<file path="src/rtl/irq_timer.sv">
`default_nettype none
// ============================================================================
// Module   : irq_timer
// Purpose  : Memory-mapped down-counter timer with interrupt output. The CPU
//            programs CTRL/PRESET with stores and reads COUNT with loads.
//            Supports a one-shot mode, where the interrupt is sticky, and an
//            auto-reload mode, where the interrupt is a one-cycle pulse.
// Ports    : clk   - system clock, rising edge
//            reset - synchronous, active-high reset
//            addr  - word offset: 0=CTRL, 1=PRESET, 2=COUNT, 3=reserved
//            we    - write strobe, sampled at the rising edge
//            din   - write data (PRESET truncated to CNT_W)
//            dout  - combinational read data for addr (COUNT zero-extended)
//            irq   - interrupt request (pend & CTRL.IM)
// CTRL     : [0] EN, [2:1] MODE (00 one-shot, 01 auto-reload, 1x = 00),
//            [3] IM, [7:4] P (prescaler exponent, only with TIMER_PRESCALE_EN)
// Options  : TIMER_PRESCALE_EN - when defined, CTRL[7:4] becomes writable and
//            COUNT only steps once every 2^P cycles spent in the CNT state.
// Revision : 1.0 - initial release
// ============================================================================
module irq_timer #(
  parameter int CNT_W = 32
) (
  input  logic        clk,
  input  logic        reset,
  input  logic [1:0]  addr,
  input  logic        we,
  input  logic [31:0] din,
  output logic [31:0] dout,
  output logic        irq
);

  typedef enum logic [1:0] {
    S_IDLE = 2'd0,
    S_LOAD = 2'd1,
    S_CNT  = 2'd2,
    S_INT  = 2'd3
  } state_t;

  localparam logic [1:0] ADDR_CTRL   = 2'd0;
  localparam logic [1:0] ADDR_PRESET = 2'd1;
  localparam logic [1:0] ADDR_COUNT  = 2'd2;

`ifdef TIMER_PRESCALE_EN
  localparam logic [7:0] CTRL_WMASK = 8'hFF;
`else
  localparam logic [7:0] CTRL_WMASK = 8'h0F;
`endif

  state_t           state_q;
  logic [7:0]       ctrl_q;
  logic [CNT_W-1:0] preset_q;
  logic [CNT_W-1:0] count_q;
  logic             pend_q;

  logic             w_en;
  logic             w_autoreload;
  logic             w_tick;
  logic             w_wr_ctrl;
  logic             w_wr_preset;
  logic             w_pend_set;
  logic             w_unused_din;

  assign w_en         = ctrl_q[0];
  // Only MODE=01 reloads; the reserved 1x encodings behave as one-shot.
  assign w_autoreload = (ctrl_q[2:1] == 2'b01);
  assign w_wr_ctrl    = we && (addr == ADDR_CTRL);
  assign w_wr_preset  = we && (addr == ADDR_PRESET);

  // Terminal count reached while still enabled: the FSM enters INT.
  assign w_pend_set   = (state_q == S_CNT) && w_en && w_tick && (count_q == '0);

  // Upper write-data bits beyond CTRL/PRESET width carry no meaning.
  assign w_unused_din = ^din;

`ifdef TIMER_PRESCALE_EN
  logic [14:0] presc_q;
  logic [14:0] w_presc_max;

  // 2^P - 1 computed in 16 bits so P=15 does not overflow before the -1.
  assign w_presc_max = 15'((16'd1 << ctrl_q[7:4]) - 16'd1);
  assign w_tick      = (presc_q == w_presc_max);

  // Prescaler only advances while actually counting; any other state
  // (including leaving CNT through EN=0) returns it to zero.
  always_ff @(posedge clk) begin
    if (reset) begin
      presc_q <= '0;
    end else if ((state_q == S_CNT) && w_en && !w_tick) begin
      presc_q <= presc_q + 15'd1;
    end else begin
      presc_q <= '0;
    end
  end
`else
  assign w_tick = 1'b1;
`endif

  // --------------------------------------------------------------------------
  // Control FSM, counter and bus-visible registers.
  // Statement order encodes the collision rules: the CPU CTRL write is placed
  // after the INT-state EN clear so it wins, and the FSM pend set is placed
  // after the write-triggered pend clear so the set wins.
  // --------------------------------------------------------------------------
  always_ff @(posedge clk) begin
    if (reset) begin
      state_q  <= S_IDLE;
      ctrl_q   <= '0;
      preset_q <= '0;
      count_q  <= '0;
      pend_q   <= 1'b0;
    end else begin
      case (state_q)
        S_IDLE: begin
          if (w_en) begin
            state_q <= S_LOAD;
          end
        end
        S_LOAD: begin
          count_q <= preset_q;
          state_q <= S_CNT;
        end
        S_CNT: begin
          if (!w_en) begin
            state_q <= S_IDLE;
          end else if (w_tick) begin
            // Zero is tested first, so the decrement can never wrap.
            if (count_q != '0) begin
              count_q <= count_q - CNT_W'(1);
            end else begin
              state_q <= S_INT;
            end
          end
        end
        S_INT: begin
          if (w_autoreload) begin
            pend_q  <= 1'b0;
            state_q <= S_LOAD;
          end else begin
            ctrl_q[0] <= 1'b0;
            state_q   <= S_IDLE;
          end
        end
        default: begin
          state_q <= S_IDLE;
        end
      endcase

      if (w_wr_ctrl) begin
        ctrl_q <= din[7:0] & CTRL_WMASK;
      end
      if (w_wr_preset) begin
        preset_q <= din[CNT_W-1:0];
      end
      if (w_wr_ctrl || w_wr_preset) begin
        pend_q <= 1'b0;
      end

      if (w_pend_set) begin
        pend_q <= 1'b1;
      end
    end
  end

  // Read mux: reserved bits and the reserved address read as zero.
  always_comb begin
    dout = 32'd0;
    case (addr)
      ADDR_CTRL:   dout = {24'd0, ctrl_q};
      ADDR_PRESET: dout = 32'(preset_q);
      ADDR_COUNT:  dout = 32'(count_q);
      default:     dout = 32'd0;
    endcase
  end

  assign irq = pend_q & ctrl_q[3];

endmodule
`default_nettype wire
</file>
<file path="config.mk">
export PLATFORM = sky130hd
export DESIGN_NAME = irq_timer
export DESIGN_NICKNAME = d
export VERILOG_FILES = /design/src/rtl/irq_timer.sv
export SDC_FILE = /design/constraint.sdc
export NUM_CORES = 1
export LEC_CHECK = 0
export CORE_MARGIN = 1.5
export CORE_UTILIZATION = 53
export DETAILED_ROUTE_END_ITERATION = 6
export PLACE_DENSITY = 0.87
export SYNTH_ARGS = -nofsm -noshare
export SYNTH_HDL_FRONTEND = slang
export SYNTH_SLANG_ARGS = --single-unit
</file>
<file path="constraint.sdc">
create_clock -name clk -period 2.6 [get_ports clk]
set_input_delay 0.52 -clock clk [delete_from_list [all_inputs] [get_ports clk]]
set_output_delay 0.52 -clock clk [all_outputs]
set_load 0.02 [all_outputs]
</file>
# After elaboration in Yosys (flattened, before gate mapping)
# Index checks and enable logic that the tools add are counted.
# classes
eq_ne	11
magnitude_cmp	0
n_shift	0
n_addsub	1
n_reduce_logical	17
bitwise	1
muxes	16
div	0
n_mul	0
# ops
op	count
one-hot mux 32 bit (3 select lines)	1
2-to-1 mux 32 bit	2
one-hot mux 32 bit (2 select lines)	1
logical NOT 32 bit	1
nonzero test 32 bit	1
subtractor 32 x 1 -> 32 bit, second input constant	1
2-to-1 mux 1 bit	8
one-hot mux 2 bit (4 select lines)	1
== test 2 x 1 -> 1 bit, second input constant	3
== test 2 bit, second input constant	3
2-to-1 mux 2 bit	3
AND reduction 2 bit	3
nonzero test 3 bit	2
logical AND 1 bit	4
logical NOT 2 bit	2
!= test 2 x 1 -> 1 bit, second input constant	2
!= test 2 bit, second input constant	2
nonzero test 2 bit	2
!= test 3 bit, second input constant	1
AND reduction 3 bit	1
AND 1 bit	1
logical OR 1 bit	1
# word_totals
romBits	0
inputBits	37
latchBits	0
mem_bits_rw	0
register_bits	71
out_inout_bits	33
n_memories	0
elab_cells	52

# Depth between registers and ports, before layout
# logic_depth
word_depth	5
depth_mapped	10
depth_no_buf	7

# Least setup slack after synthesis
# No wires, ideal clock.
# synth_timing
path_kind	reg2reg
from	register count_q[14]
to	register count_q[3]
path_slack_ns	0.281
path_stages_with_launch	9
t_arrival_ns	2.185
period_less_slack_ns	2.319
setup_ns	0.134
required_ns	2.466
n_path_buf	3
cell_sequence	dfxtp_1 or3_1 buf_2 or4_4 nor4_4 or2_2 buf_4 buf_6 o31ai_1
# synth_between
elab_chain_cells	3
# synth_rtl
item	line	rtl
from (decl)	53	logic [CNT_W-1:0] count_q;
from (signal assigned)	120	count_q <= preset_q;
from (signal assigned)	129	count_q <= count_q - CNT_W'(1);
nonzero test 32 bit	128	if (count_q != '0) begin
!= test 2 x 1 -> 1 bit (no line)	--	
AND reduction 3 bit (no line)	--	
# Every way passes these cells.
# A chain may end at the register's enable or synchronous reset.

# Final worst setup path
# layout_timing
from	input port addr[0]
to	output port dout[13]
# layout_between
elab_chain_cells	2
word_cells_on_any_way	4
# layout_rtl
item	line	rtl
from (decl)	26	input logic [1:0] addr,
== test 2 bit (tied with other cells)	168	case (addr)
one-hot mux 32 bit (3 select lines) (*)	168	
to (decl)	29	output logic [31:0] dout,
# Mark *: on every way between the ends. The rest lies on a longest branch, timed or not.

==> results.yml <==
detailed_routing:
  drt_drc_violations_left: 0
  detail_route.first_pass.iterations: 5
  antenna_violating_nets_post_route: 0
  drt_wl_total_mm: 11.98
  avgRoutedWirePerCell_um: 17.64
  dr_total_vias: 4387
  first_iter_violations: 393
  drt-vias-per-instance: 6.461
global_routing:
  antenna_found_initial: 0
  pin_count_of_the_biggest_net_entering_global_routing: 72
  grt_use_total: 0.2939
  grt_first_pass_wirelength_mm: 19.73
  first_global_vias: 4037
  grt_remaining_overflow: 0
cts:
  cts_sinks: 71
  tritoncts: "yes"
  clockBufferDepth: 2
  clock_tree.root_cell: "sky130_fd_sc_hd__clkbuf_8"
  total_number_of_h_tree_levels: 3
  cts-hold-fix-buffers: 0
  cts_buffers: 9
  cts.reportedPaths.clkPinSlew_ps: 70
  insertion_delay_ps: 350
critical_path:
  critical_path_class: "in -> out"
  worst-endpoint-arrival_ps: 2000
  required_ps: 2080
  critical_path.cell_chain: "clkdlybuf4s50_1 -> nor2b_2 -> buf_6 -> a22o_1 -> dlygate4sd2_1"
  startpoint: "addr[0]"
  r2r-start: "count_q[0]$_SDFFE_PP0P_"
  cp_max_fo: 17
  critical_path_endpoint_category: "output port"
  critPathLaunchType: "primary input"
  cp_slowest_cell: "sky130_fd_sc_hd__clkdlybuf4s50_1"
  slowest_cell_delay_on_critical_path_ps: 520
logic_synthesis:
  post_synthesis_cell_area_mm2: 0.004014
  netlist.top_cell.by_area: "sky130_fd_sc_hd__dfxtp_1"
  ys_top_cells_by_area: "sky130_fd_sc_hd__dfxtp_1 35%, sky130_fd_sc_hd__nand2_1 8.2%, sky130_fd_sc_hd__a21oi_1 7.2%"
  ys_dominant_reg_cell: "sky130_fd_sc_hd__dfxtp_1"
  synth_enable_flop_cells: 0
  yosys_warnings: 0
  yosysSeqAreaShare: 0.3541
  avgSynthCellArea_um2: 7.734
  mappedNetlistNets: 557
  synthDistinctLibCells: 51
  ys_seq_elements: 71
  asyncSetResetFlopFracSynth: 0
  synth_top_area_frac: 0.3541
  synth.cells.most_frequent: "88 x sky130_fd_sc_hd__nand2_1, 71 x sky130_fd_sc_hd__dfxtp_1, 58 x sky130_fd_sc_hd__a21oi_1"
  post_syn_instances: 519
  yosysMostFrequentCell: "sky130_fd_sc_hd__nand2_1"
status:
  result_of_the_run: "finished, final reports clean"
floorplan:
  placement_rows: 31
  floorplan.initialDensity: 0.5504
  die_width_um: 90.03
  boundaryPins: 70
  core_area_mm2: 0.007292
  die_area_mm2: 0.008105
  die_height_um: 90.03
worst_hold_path:
  timing.hold.worst.class: "reg -> reg"
  worstHoldStart: "preset_q[29]$_SDFFE_PP0P_"
timing:
  setup-tns-final_ps: 0
  final_hold_viol_count: 0
  hold_ws_ps: 474.9
  finalSetupViolations: 0
  worst_clock_skew_ps: 13.64
  slew_headroom: 0.3961
  grt_setup_unrepaired: "false"
  slew_worst_pin_ps: 904.8
  layout_worst_path_cycle_share: 0.9698
  timing.final.max_slew_violations: 0
  timing.final.crit_period_ps: 2522
  clock.fmax_mhz: 396.6
placed_design:
  final_weighted_congestion_of_routability_driven_global_placement: 0.9163
  port_buffers: 69
  place.detailed.hpwl_mm: 8.096
  dpl.cell_count: 663
pwr:
  total_leakage_power_uw: 0.001910
  power.sequential.fraction: 0.501
  power_uw: 2251
  power_report.internal_total_uw: 1682
  power_per_cell_area_mw_per_mm2: 448.6
  power.clock.fraction: 0.391
  power.net_switching_uw: 569.0
  switching_share_of_power: 0.2528
  pwr-share-comb: 0.108
  vdd_ir_drop_max_uv: 307.2
cells_and_area:
  finish.net_count: 613
  fillCellCount: 640
  antennaDiodeCount: 0
  area_of_the_multi_input_gates_mm2: 0.002364
  number_of_cells_in_the_finished_layout_apart_from_fillers: 679
  drive_above_1_share: 0.1034
  seqCellArea_mm2: 0.001421
  area_growth_pct: 25.00
  utilization: 0.6881
flow_run:
  cap_violations: 0
[timing repair]
item / CTS / global route
setup buffers: 0 / 0
endpoints found under the setup margin: 32 / 2
resized for setup: 34 / 3
[flip-flops by register name, indices dropped and copies added, names as in the netlist]
signal / flops
count_q: 32
ctrl_q: 4
pend_q: 1
preset_q: 32
state_q: 2
[worst paths after layout]
check,to,depth (start not counted),slack (ps)
setup reg to reg,count_q[26]$_SDFFE_PP0P_,8,190
hold reg to reg,preset_q[29]$_SDFFE_PP0P_,2,470
hold / removal,preset_q[29]$_SDFFE_PP0P_,2,470
setup / recovery,dout[13],5,80
[power groups by stage]
stage                     registers, µW  logic, µW  clock network (µW)
after CTS                          1130        240                 883
after floorplan                    1140        132                   0
after global routing               1130        263                 926
final                              1130        244                 880
after global placement             1150        236                   0
after detailed placement           1150        242                   0
[metal layers]
metal	routed length, µm	vias to the layer above	GRT usage
met2	5485	249	0.4552
met1	5204	2060	0.4064
met3	1008	27	0.04146
met5	0	-	0
met4	278	0	0.1283
li1	-	2051	-
[critical path, delay by kind of cell]
| family | cells | cell delay (ps) |
|---|---|---|
| buffers and inverters | 3 | 1070 |
| and+or+nand+nor | 1 | 230 |
| AOI/OAI and AO/OA | 1 | 180 |
[metrics by stage]
step	cell area [µm²]	worst slack, ps
final	5017	78.50
after global routing	5017	10.48
after CTS	5016	87.56
after detailed placement	4858	-174.5
after global placement	4858	-150.0
after floorplan	4014	280.5
[cell usage in the layout (no fill, tap or decap), types with 3 or more instances in the layout]
cell type / synthesis / final
sky130_fd_sc_hd__a211oi_1: 7 / 7
sky130_fd_sc_hd__a21oi_1: 58 / 57
sky130_fd_sc_hd__a22o_1: 28 / 28
sky130_fd_sc_hd__a22oi_1: 3 / 3
sky130_fd_sc_hd__a31oi_1: 9 / 9
sky130_fd_sc_hd__a32oi_1: 6 / 6
sky130_fd_sc_hd__and2_1: 3 / 3
sky130_fd_sc_hd__buf_4: 1 / 25
sky130_fd_sc_hd__clkbuf_8: 0 / 10
sky130_fd_sc_hd__clkdlybuf4s50_1: 0 / 36
sky130_fd_sc_hd__clkinv_2: 0 / 3
sky130_fd_sc_hd__dfxtp_1: 71 / 71
sky130_fd_sc_hd__dlygate4sd2_1: 0 / 32
sky130_fd_sc_hd__inv_1: 6 / 6
sky130_fd_sc_hd__mux2i_1: 9 / 9
sky130_fd_sc_hd__nand2_1: 88 / 88
sky130_fd_sc_hd__nand3_1: 3 / 3
sky130_fd_sc_hd__nand4_1: 4 / 4
sky130_fd_sc_hd__nor2_1: 42 / 42
sky130_fd_sc_hd__nor3_1: 17 / 17
sky130_fd_sc_hd__nor4_1: 6 / 6
sky130_fd_sc_hd__nor4_4: 3 / 3
sky130_fd_sc_hd__o21ai_0: 6 / 6
sky130_fd_sc_hd__o311ai_0: 21 / 19
sky130_fd_sc_hd__o31a_1: 3 / 3
sky130_fd_sc_hd__o31ai_1: 23 / 23
sky130_fd_sc_hd__o32ai_1: 7 / 7
sky130_fd_sc_hd__or2_2: 4 / 4
sky130_fd_sc_hd__or3_1: 6 / 6
sky130_fd_sc_hd__or4_1: 4 / 4
[logic make-up (layout without fill, tap and decap cells)]
| group | after synthesis | count (layout) | synth area share |
|---|---|---|---|
| and+or+nand+nor | 198 | 198 | 0.2410 |
| AOI/OAI and AO/OA | 181 | 181 | 0.3192 |
| DFF | 71 | 71 | 0.3541 |
| buffers and inverters | 59 | 120 | 0.06016 |
| muxes | 9 | 9 | 0.02244 |
| adders and majority gates | 1 | 1 | 0.003117 |
[area by class of cell]
| class | count | share of cell area |
|---|---|---|
| timing repair buffer | 98 | 0.1786 |
| clock buffer | 12 | 0.02893 |
| sequential | 71 | 0.2833 |
| inverter | 6 | 0.004489 |
| tap | 99 | 0.02469 |
| clock inverter | 4 | 0.008978 |
| multi-input combinational | 389 | 0.4711 |
Note: power is estimated with default switching activity, not from simulation.
